`config.mk`:
```
export PLATFORM = sky130hd
export DESIGN_NAME = fetch_controller
export DESIGN_NICKNAME = d
export VERILOG_FILES = /design/src/rtl/fetch_pkg.sv /design/src/rtl/fetch_controller.sv
export SDC_FILE = /design/constraint.sdc
export NUM_CORES = 1
export LEC_CHECK = 0
export BUFFER_PORTS_ARGS = -buffer_cell sky130_fd_sc_hd__buf_2
export CELL_PAD_IN_SITES_DETAIL_PLACEMENT = 2
export CELL_PAD_IN_SITES_GLOBAL_PLACEMENT = 2
export CORE_MARGIN = 4
export CORE_UTILIZATION = 25
export DETAILED_ROUTE_END_ITERATION = 8
export PLACE_DENSITY_LB_ADDON = 0.1
export SLEW_MARGIN = 0
export SYNTH_ARGS = -nofsm -noshare
export SYNTH_HDL_FRONTEND = slang
export SYNTH_SLANG_ARGS = --single-unit
```
`constraint.sdc`:
```
create_clock -name CLK -period 2.1 [get_ports CLK]
set_input_delay 0.105 -clock CLK [delete_from_list [all_inputs] [get_ports CLK]]
set_output_delay 0.105 -clock CLK [all_outputs]
set_load 0.005 [all_outputs]
```
`src/rtl/fetch_pkg.sv`:
```
// Shared types and constants for the instruction-fetch sequencing logic.
package fetch_pkg;

  typedef enum logic [1:0] {
    BOOT = 2'd0,
    REQ  = 2'd1,
    WAIT = 2'd2
  } fetch_state_t;

  localparam int unsigned INSTR_BYTES = 4;
  localparam logic [31:0] NOP_INSTR   = 32'h0000_0013;

  function automatic logic [31:0] align_word(input logic [31:0] addr);
    return {addr[31:2], 2'b00};
  endfunction

endpackage

```
`src/rtl/fetch_controller.sv`:
```
// Fetch-stage sequencer: drives the PC, runs a single-outstanding request/grant/response
// handshake to instruction memory and holds the fetched word in a one-entry output register.
module fetch_controller
  import fetch_pkg::*;
#(
  parameter logic [31:0] RESET_PC = 32'h0000_0000
) (
  input  logic        CLK,
  input  logic        RST_N,
  input  logic [31:0] PC_Cur,
  output logic        PC_En,
  output logic [31:0] PC_Next,
  input  logic        Redirect_Valid,
  input  logic [31:0] Redirect_Target,
  input  logic        Stall,
  output logic        IMem_Req,
  output logic [31:0] IMem_Addr,
  input  logic        IMem_Gnt,
  input  logic        IMem_Rsp_Valid,
  input  logic [31:0] IMem_Rsp_Data,
  output logic        IF_Valid,
  output logic [31:0] IF_Instr,
  output logic [31:0] IF_PC,
  output logic        Misalign_Err
);

  fetch_state_t r_state;
  fetch_state_t w_next_state;

  logic [31:0] r_fetch_addr;
  logic        r_drop;
  logic        r_if_valid;
  logic [31:0] r_if_instr;
  logic [31:0] r_if_pc;
  logic        r_misalign;

  logic        w_grant;
  logic        w_load;
  logic        w_redirect;
  logic        w_drop_next;

  assign IMem_Addr    = PC_Cur;
  assign IF_Valid     = r_if_valid;
  assign IF_Instr     = r_if_instr;
  assign IF_PC        = r_if_pc;
  assign Misalign_Err = r_misalign;

  always_comb begin
    w_next_state = r_state;
    w_grant      = 1'b0;
    w_load       = 1'b0;
    w_redirect   = 1'b0;
    w_drop_next  = r_drop;
    PC_En        = 1'b0;
    PC_Next      = PC_Cur;
    IMem_Req     = 1'b0;

    if (RST_N) begin
      case (r_state)
        BOOT: begin
          PC_En        = 1'b1;
          PC_Next      = RESET_PC;
          w_next_state = REQ;
        end
        REQ: begin
          if (Redirect_Valid) begin
            w_redirect = 1'b1;
          end else begin
            IMem_Req = !r_if_valid || !Stall;
            if (IMem_Req && IMem_Gnt) begin
              w_grant      = 1'b1;
              w_next_state = WAIT;
            end
          end
        end
        WAIT: begin
          if (Redirect_Valid) begin
            // A response landing with the redirect is stale too; otherwise the
            // one still in flight must be dropped when it arrives.
            w_redirect = 1'b1;
            if (IMem_Rsp_Valid) begin
              w_drop_next  = 1'b0;
              w_next_state = REQ;
            end else begin
              w_drop_next = 1'b1;
            end
          end else if (IMem_Rsp_Valid) begin
            w_next_state = REQ;
            if (r_drop) begin
              w_drop_next = 1'b0;
            end else begin
              w_load  = 1'b1;
              PC_En   = 1'b1;
              PC_Next = r_fetch_addr + 32'(INSTR_BYTES);
            end
          end
        end
        default: w_next_state = BOOT;
      endcase

      if (w_redirect) begin
        PC_En   = 1'b1;
        PC_Next = align_word(Redirect_Target);
      end
    end
  end

  always_ff @(posedge CLK) begin
    if (!RST_N) begin
      r_state      <= BOOT;
      r_drop       <= 1'b0;
      r_fetch_addr <= '0;
      r_if_valid   <= 1'b0;
      r_if_instr   <= NOP_INSTR;
      r_if_pc      <= '0;
      r_misalign   <= 1'b0;
    end else begin
      r_state    <= w_next_state;
      r_drop     <= w_drop_next;
      r_misalign <= w_redirect && (Redirect_Target[1:0] != 2'b00);

      if (w_grant) begin
        r_fetch_addr <= PC_Cur;
      end

      if (w_redirect) begin
        r_if_valid <= 1'b0;
      end else if (w_load) begin
        r_if_valid <= 1'b1;
        r_if_instr <= IMem_Rsp_Data;
        r_if_pc    <= r_fetch_addr;
      end else if (r_if_valid && !Stall) begin
        r_if_valid <= 1'b0;
      end
    end
  end

endmodule

```
==> results of run 1 <==
[sequential cells by signal, summed over array words and instances, names as in the netlist]
register,flops
r_fetch_addr,32
r_state,2
Misalign_Err,1
IF_Valid,1
IF_Instr,32
r_drop,1
IF_PC,32
[critical path: stages (launching register included)]
cell and delay, ps:
dfxtp_2 360, inv_4 50, ha_4 160, buf_6 130
o21ai_4 130, o21ai_2 100, buf_6 170, a222oi_1 340
inv_1 100, buf_6 130
[metrics by stage]
stage	hold slack, ps	cell area (um2)	instances
2_1_floorplan	206	5000	657
4_1_cts	1.87	7140	1147
3_5_place_dp	312	6330	1104
3_3_place_gp	307	6330	1104
5_1_grt	19.8	7650	1165
6_report	17.1	7650	1165
[timing repair]
item / 4_1_cts / 5_1_grt
hold buffers: 15 / 0
gates cloned: 5 / 5
hold endpoints to repair: 14 / 0
endpoints found under the setup margin: 33 / 33
buffers inserted: 8 / 13
pin swaps: 7 / 25
gates resized for setup: 66 / 84
[cell families (layout without fill, tap and decap cells)]
logic type               after synthesis  in the layout  share of synthesized area [%]
AO/OA/AOI/OAI                        117            117                           14.0
XOR/XNOR                              27             27                           4.73
adder cells (fa/ha/maj)                4              4                           1.00
buffers and inverters                 89            332                           9.53
flip-flops                           101            101                           40.4
AND/OR/NAND/NOR                      319            319                           30.4
[power groups by stage]
stage | clock network [mW] | registers [mW] | logic (mW)
2_1_floorplan | 0 | 2.04 | 0.364
3_3_place_gp | 0 | 2.05 | 0.717
3_5_place_dp | 0 | 2.05 | 0.739
4_1_cts | 1.76 | 2.01 | 0.880
5_1_grt | 1.84 | 2.02 | 1.10
6_report | 1.70 | 2.01 | 1.02
[metal layers]
| layer | GRT usage [%] | vias to the layer above |
|---|---|---|
| met3 | 4.75 | 12 |
| li1 | - | 2725 |
| met2 | 36.4 | 150 |
| met4 | 3.02 | 2 |
| met5 | 0 | - |
| met1 | 23.9 | 2848 |
[cell type report]
| cell class | count | area share (%) |
|---|---|---|
| clock buffers | 12 | 3.22 |
| clock inverters | 3 | 0.605 |
| inverters | 8 | 0.458 |
| multi-input cells | 467 | 37.8 |
| flip-flops and latches | 101 | 26.8 |
| well taps | 265 | 4.34 |
| repair buffers | 309 | 26.7 |
[cell usage in the layout, fill, tap and decap left out, drive strengths merged, types with 12 or more instances in the layout]
master       Yosys  final
nor3           111    111
dlygate4sd3      0     14
dfxtp          101    101
a22oi           28     28
clkbuf          34     16
nor2            63     63
o21ai           64     64
nand3           17     17
xor2            14     14
a21oi           12     12
buf             47    289
xnor2           13     13
nand2           96     96
[worst max-delay path by stage]
| stage | slack (ps) | depth (start not counted) | start | end |
|---|---|---|---|---|
| global route | -160 | 9 | r_state[0]$_SDFFE_PN0P_ | PC_Next[3] |
| floorplan | 290 | 8 | r_state[0]$_SDFFE_PN0P_ | PC_Next[3] |
| global placement | 160 | 6 | r_fetch_addr[11]$_SDFFE_PN0P_ | PC_Next[17] |
| finish | -30 | 9 | r_state[0]$_SDFFE_PN0P_ | PC_Next[3] |
| detailed placement | 40 | 7 | r_state[0]$_SDFFE_PN0P_ | IF_Instr[30]$_SDFFE_PN0P_ |
| CTS | 1 | 9 | IMem_Rsp_Valid | PC_Next[3] |
==> flow_summary.toml, run 1 <==
[pwr]
p_per_area_nw_per_um2 = 618
p_leak_nw = 3.31
p_total_mw = 4.73
peakVddDrop_uv = 358
p_switching_mw = 1.34
p_sw_share_pct = 28.3
clkPwrFrac_pct = 36.0
seqPwrFrac_pct = 42.5
power_frac_comb_pct = 21.5
internal_power_mw = 3.39

[place]
dpl.hpwl_um = 16200
gp_congestion = 0.769
io_buffers = 233
pre_cts_slack_ps = 39.6

[global_route]
grt_max_degree = 65
grt_pass1_vias = 6149
overflow = 0
track_usage_pct = 19.8
antenna_found_initial = 1
grt_pass1_wl_um = 34700

[finish]
fillers = 2235
multi_input_area_um2 = 2890
final_nets = 1002
final_util_pct = 39.0
final_layout_size_suffix_gt1_share_pct = 44.8
ff_latch_area_um2 = 2050
antenna_cells = 0
area_growth_pct = 52.8

[routing]
top_layer_used = "met5"
dr_total_vias = 5737
wl_per_cell_um = 20.6
drt_iter0_drc = 140
dr_wl_met3_um = 1350
drc = 0
viasPerCell = 4.92
ant_nets = 0
met2_wirelength_um = 12400
drt-met1-wl_um = 10000
wl_um = 24000
drtPass1Iterations = 4

[logic_synthesis]
yosys-top-cells-area = "dfxtp_1 40%, nor3_1 11%, nand2_1 7.2%"
netlist_instances = 657
yosysWarnings = 0
syn_area_um2 = 5000
yosysMostFrequentCell = "nor3_1"
synth.distinct_cells = 44
synth_top_area_share_pct = 40.4
synth_area_leader_cell = "dfxtp_1"
syn_avg_cell_area_um2 = 7.62
ys_seq_area_share_pct = 40.4
async_flop_share_pct = 0
ys_ff_latch = 101
synthFlopType = "dfxtp_1"
synth_edf_count = 0
synth_nets = 763
synth_common_cells = "110 x nor3_1, 101 x dfxtp_1, 96 x nand2_1"

[clock_tree]
htreeDepth = 3
cts_root_buf = "clkbuf_16"
worstSkewPairLatency_ps = 350
cts_made_buffers = 9
cts_tree = "built"
clk_path_buf_depth = 2
path_clk_slew_ps = 70
cts_num_sinks = 101

[hold_path]
min_to = "r_fetch_addr[7]$_SDFFE_PN0P_"
holdCritStartpoint = "PC_Cur[7]"
hp-class = "in2reg"
whs_path_depth = 3

[floorplan]
die_h_um = 149
rows = 51
dieWidth_um = 149
initial_core_util_pct = 25.5
io_pins = 234
core_area_um2 = 19600
die_area_um2 = 22300

[critical_path]
rr_worst_depth = 10
critPathMaxFanout = 4
end_kind = "primary output"
startpoint_type = "flip-flop"
r2r_end = "IF_PC[24]$_SDFFE_PN0P_"
reg2reg_slack_ps = 130
crit_required_ps = 2000
r2r-start = "r_state[0]$_SDFFE_PN0P_"
arrival_ps = 2030
crit_type = "reg2out"

[timing]
maxSlewViolCount = 0
tightest_slew_ps = 572
period_minus_slack_ps = 2130
post-route-period-util_pct = 101
setup_ws_ps = -30.3
fin_worst_skew_ps = 9.43
setup_violations = 6
setup_tns_ps = -91.3
rsz0062_at_grt = "true"
finalHoldViolCount = 0
slew_headroom_pct = 61.8
max_freq_mhz = 469

[run]
maxCapViolCount = 0

[run_status]
status = "finished with violations"
violations = "negative setup slack"
Power figures use the tool's default switching activity.
==> run 2, diff against run 1 <==
Settings changed: ABC_CLOCK_PERIOD_IN_PS set to 2300.
Clock period 2.1 ns to 2.3 ns, I/O delays scaled along.
==> flow_summary.toml, run 2 (same netlist as run 1, synthesis figures left out) <==
[run_status]
status = "finished, final reports clean"

[clock_tree]
worstSkewPairLatency_ps = 350
cts_tree = "built"
cts_num_sinks = 101
path_clk_slew_ps = 70
cts_made_buffers = 9
htreeDepth = 3
clk_path_buf_depth = 2
cts_root_buf = "clkbuf_16"

[routing]
dr_total_vias = 5573
viasPerCell = 4.91
ant_nets = 0
wl_um = 21400
drc = 0
drt_iter0_drc = 171
drtPass1Iterations = 4
wl_per_cell_um = 18.9

[critical_path]
worst-path-buf-inv = 4
reg2reg_slack_ps = 450
arrival_ps = 2100
startpoint_type = "flip-flop"
end_kind = "primary output"
crit_path_start = "r_state[1]$_SDFFE_PN0P_"
r2r-start = "r_state[1]$_SDFFE_PN0P_"
crit_required_ps = 2180
critPathMaxFanout = 4
critPathMaxStageDelay_ps = 390
cp_top_family = "compound AO/OA/AOI/OAI gates"
crit_type = "reg2out"
crit_slowest_cell = "a222oi_1"
crit_chain = "inv_2 > ha_4 > nand2_4 > o21ai_4 > o21ai_2 > buf_6 > a222oi_1 > inv_1 > buf_2"
rr_worst_depth = 7
r2r_end = "Misalign_Err$_SDFF_PN0_"

[pwr]
peakVddDrop_uv = 331
p_leak_nw = 2.94
p_total_mw = 4.20
p_per_area_nw_per_um2 = 604

[finish]
final_cell_mix = "233 x buf_2, 110 x nor3_1, 98 x dfxtp_1"
area_growth_pct = 38.9
final_common_cell = "buf_2"
fillers = 2318
final_nets = 969
final_util_pct = 35.5
final_layout_size_suffix_gt1_share_pct = 36.5

[timing]
slew_headroom_pct = 68.3
period_minus_slack_ps = 2210
finalHoldViolCount = 0
fin_worst_skew_ps = 10.1
setup_tns_ps = 0
maxSlewViolCount = 0
post-route-period-util_pct = 96.3
tightest_slew_ps = 475
max_freq_mhz = 452
setup_violations = 0

[floorplan]
io_pins = 234
initial_core_util_pct = 25.5
rows = 51
core_area_um2 = 19600
die_h_um = 149
dieWidth_um = 149
die_area_um2 = 22300

[place]
io_buffers = 233
dpl.hpwl_um = 16100
gp_congestion = 0.796

[global_route]
overflow = 0
antenna_found_initial = 2
grt_pass1_vias = 6068
grt_max_degree = 43
track_usage_pct = 18.8
grt_pass1_wl_um = 33400

[hold_path]
holdCritStartpoint = "PC_Cur[18]"
min_to = "r_fetch_addr[18]$_SDFFE_PN0P_"
whs_path_depth = 3
hp-class = "in2reg"

[run]
maxCapViolCount = 0
==> run 2: what timing repair did <==
action | in CTS | in global routing
cloned | 1 | 0
setup buffers | 3 | 2
endpoints found under the setup margin | 33 | 28
pin swaps | 2 | 3
hold buffers | 15 | 0
gates resized for setup | 18 | 21
endpoints found under the hold margin | 14 | 0
==> run 2: per-layer routing <==
metal  vias to the layer above  GRT usage (%)  share of wire [%]
li1                       2659              -                  -
met2                       144           33.6                 51
met5                         -              0              0.061
met3                        23           3.48                5.4
met1                      2745           22.6                 42
met4                         2           6.50                1.8
==> run 2: worst register-to-register path, stage by stage, from the launching register on <==
cell and delay (ps):
dfxtp_4 370, inv_2 60, ha_4 290, nand2_4 80
nor2_2 120, buf_4 220, o21a_1 150, dlygate4sd3_1 530
==> run 2: worst max-delay path by stage <==
| stage | end | slack, ps | cells past startpoint |
|---|---|---|---|
| after detailed placement | PC_Next[3] | 130 | 9 |
| after global routing | PC_Next[3] | -50 | 9 |
| after CTS | PC_Next[3] | -70 | 9 |
| after floorplan | PC_Next[3] | 480 | 8 |
| after global placement | PC_Next[4] | 210 | 7 |
| final | PC_Next[3] | 90 | 9 |
==> run 2: where the power goes <==
group	leakage, nW	internal [mW]	switching (mW)
logic	1.98	0.323	0.403
registers	0.817	1.79	0.0493
clock network	0.149	0.912	0.721
==> run 2: area by class of cell <==
type                            instances  area [um2]  share of cell area (%)
Multi-Input combinational cell        467        2630                    37.9
Sequential cell                       101        2030                    29.2
Timing Repair Buffer                  276        1610                    23.2
Tap cell                              265         332                    4.77
Clock buffer                           12         256                    3.69
Clock inverter                          4        55.1                   0.792
Inverter                                8        32.5                   0.468
Antenna cell                            1        2.50                  0.0360
==> run 2: stage by stage <==
| stage | instance area [um2] | hold slack (ps) | instances | setup slack [ps] |
|---|---|---|---|---|
| after floorplan | 5000 | 216 | 657 | 477 |
| after global placement | 6270 | 317 | 1096 | 215 |
| after detailed placement | 6270 | 318 | 1096 | 129 |
| after CTS | 6840 | 1.75 | 1131 | -74.2 |
| after global routing | 6950 | 10.1 | 1134 | -46.4 |
| final | 6950 | 7.48 | 1134 | 86.2 |
==> run 3, diff against run 2 <==
Settings changed: CELL_PAD_IN_SITES_DETAIL_PLACEMENT 2 to 1, CELL_PAD_IN_SITES_GLOBAL_PLACEMENT 2 to 1, CORE_UTILIZATION 25 to 32.
==> flow_summary.toml, run 3 (same netlist as run 1, synthesis figures left out) <==
[timing]
post-route-period-util_pct = 95.4
fin_worst_skew_ps = 6.56
maxSlewViolCount = 0
tightest_slew_ps = 547
max_freq_mhz = 456
finalHoldViolCount = 0
period_minus_slack_ps = 2190
setup_violations = 0
slew_headroom_pct = 63.5
rsz0062_at_grt = "true"

[pwr]
clkPwrFrac_pct = 37.8
seqPwrFrac_pct = 45.2
p_leak_nw = 2.94
power_frac_comb_pct = 17.0
internal_power_mw = 2.97
p_per_area_nw_per_um2 = 591
p_sw_share_pct = 26.8
p_switching_mw = 1.09
peakVddDrop_uv = 412

[critical_path]
rr_worst_depth = 8
crit_end = "PC_Next[3]"
end_kind = "primary output"
startpoint_type = "flip-flop"
critPathMaxFanout = 4
crit_required_ps = 2180
r2r_end = "Misalign_Err$_SDFF_PN0_"
arrival_ps = 2080
reg2reg_slack_ps = 280
r2r-start = "r_state[1]$_SDFFE_PN0P_"
crit_slowest_cell = "a222oi_1"
crit_type = "reg2out"
crit_path_start = "r_state[0]$_SDFFE_PN0P_"
critPathMaxStageDelay_ps = 490
crit_chain = "inv_2 > ha_4 > inv_4 > nor3_4 > o21ai_4 > a222oi_1 > inv_1 > buf_2"

[finish]
final_layout_size_suffix_gt1_share_pct = 36.3
multi_input_area_um2 = 2640
ff_latch_area_um2 = 2030
final_cell_mix = "233 x buf_2, 110 x nor3_1, 97 x dfxtp_1"
antenna_cells = 0
final_common_cell = "buf_2"
final_nets = 972
area_growth_pct = 37.4
finalNonFillerCells = 1082
final_util_pct = 45.1
fillers = 1948

[clock_tree]
htreeDepth = 3
cts_num_sinks = 101
worstSkewPairLatency_ps = 350
cts_tree = "built"
cts_root_buf = "clkbuf_16"
path_clk_slew_ps = 70
clk_path_buf_depth = 2
cts_made_buffers = 9

[routing]
dr_total_vias = 5392
wl_per_cell_um = 17.2
drc = 0
ant_nets = 0
drtPass1Iterations = 4
wl_um = 18600
viasPerCell = 4.98
drt_iter0_drc = 278

[floorplan]
die_h_um = 133
io_pins = 234
die_area_um2 = 17700
core_area_um2 = 15300
rows = 45
initial_core_util_pct = 32.8
dieWidth_um = 133

[place]
dp_cells = 1041
io_buffers = 233
dpl.hpwl_um = 13600
gp_congestion = 0.830

[global_route]
antenna_found_initial = 0
overflow = 0
grt_max_degree = 49
grt_pass1_wl_um = 29600
grt_pass1_vias = 5688
track_usage_pct = 20.6

[run]
maxCapViolCount = 0

[hold_path]
hp-class = "in2reg"

[run_status]
status = "finished, final reports clean"
[run 3: cell count changes in the layout (fill, tap and decap cells not counted), sizes merged]
| cell | before | now |
|---|---|---|
| diode | 1 | 0 |
| dlygate4sd3 | 15 | 19 |
| inv | 9 | 8 |
| clkinvlp | 1 | 2 |
| buf | 260 | 259 |
| clkbuf | 12 | 13 |
| clkinv | 1 | 0 |
[run 3: worst min path at each step]
stage | startpoint | end | depth (start not counted)
6_report | PC_Cur[7] | r_fetch_addr[7]$_SDFFE_PN0P_ | 3
5_1_grt | PC_Cur[26] | r_fetch_addr[26]$_SDFFE_PN0P_ | 3
4_1_cts | PC_Cur[7] | r_fetch_addr[7]$_SDFFE_PN0P_ | 3
3_5_place_dp | Redirect_Target[0] | Misalign_Err$_SDFF_PN0_ | 2
3_3_place_gp | Redirect_Target[0] | Misalign_Err$_SDFF_PN0_ | 2
2_1_floorplan | IMem_Rsp_Valid | r_drop$_SDFFE_PN0P_ | 1
[run 3: stage by stage]
stage / area, um2 / TNS (ps) / total power [mW] / hold WS (ps) / setup slack [ps]
floorplan: 5000 / 0 / 2.20 / 216 / 477
global placement: 6200 / 0 / 2.49 / 312 / 255
detailed placement: 6200 / 0 / 2.51 / 317 / 176
CTS: 6740 / -1440 / 4.09 / 0.379 / -93.7
global route: 6880 / -27.4 / 4.27 / 12.3 / -17.1
finish: 6880 / 0 / 4.07 / 15.0 / 106
[run 3: repair_timing]
item	4_1_cts	5_1_grt
resized for setup	4	31
buffers inserted	0	5
pin swaps	0	4
endpoints found under the setup margin	32	32
cloned	1	0
hold buffers	19	0
endpoints found under the hold margin	18	0
[run 3: power by group through the flow]
stage               combinational, mW  sequential, mW  clock (mW)
finish                          0.692            1.84        1.54
global route                    0.767            1.84        1.66
CTS                             0.668            1.83        1.59
detailed placement              0.635            1.87           0
global placement                0.623            1.87           0
floorplan                       0.332            1.86           0
[run 3: critical path, delay by kind of cell, from the launching register on]
| kind | cells | cell delay (ps) |
|---|---|---|
| AO/OA/AOI/OAI | 2 | 580 |
| flip-flops | 1 | 330 |
| adder cells (fa/ha/maj) | 1 | 160 |
| AND/OR/NAND/NOR | 1 | 310 |
| buffers and inverters | 4 | 350 |
[run 3: metal layers]
| metal | GRT usage (%) | vias to the layer above | routed length [um] |
|---|---|---|---|
| met5 | 0 | - | 0 |
| met4 | 4.56 | 0 | 206 |
| met3 | 4.37 | 8 | 1010 |
| met2 | 35.2 | 149 | 8950 |
| met1 | 26.6 | 2573 | 8420 |
| li1 | - | 2662 | - |
[run 3: final cells by class]
class | instances | share of cell area [%]
tap | 211 | 3.84
sequential | 101 | 29.5
multi-input combinational | 467 | 38.3
clock buffer | 13 | 3.64
inverter | 8 | 0.473
clock inverter | 3 | 0.655
timing repair buffer | 279 | 23.6
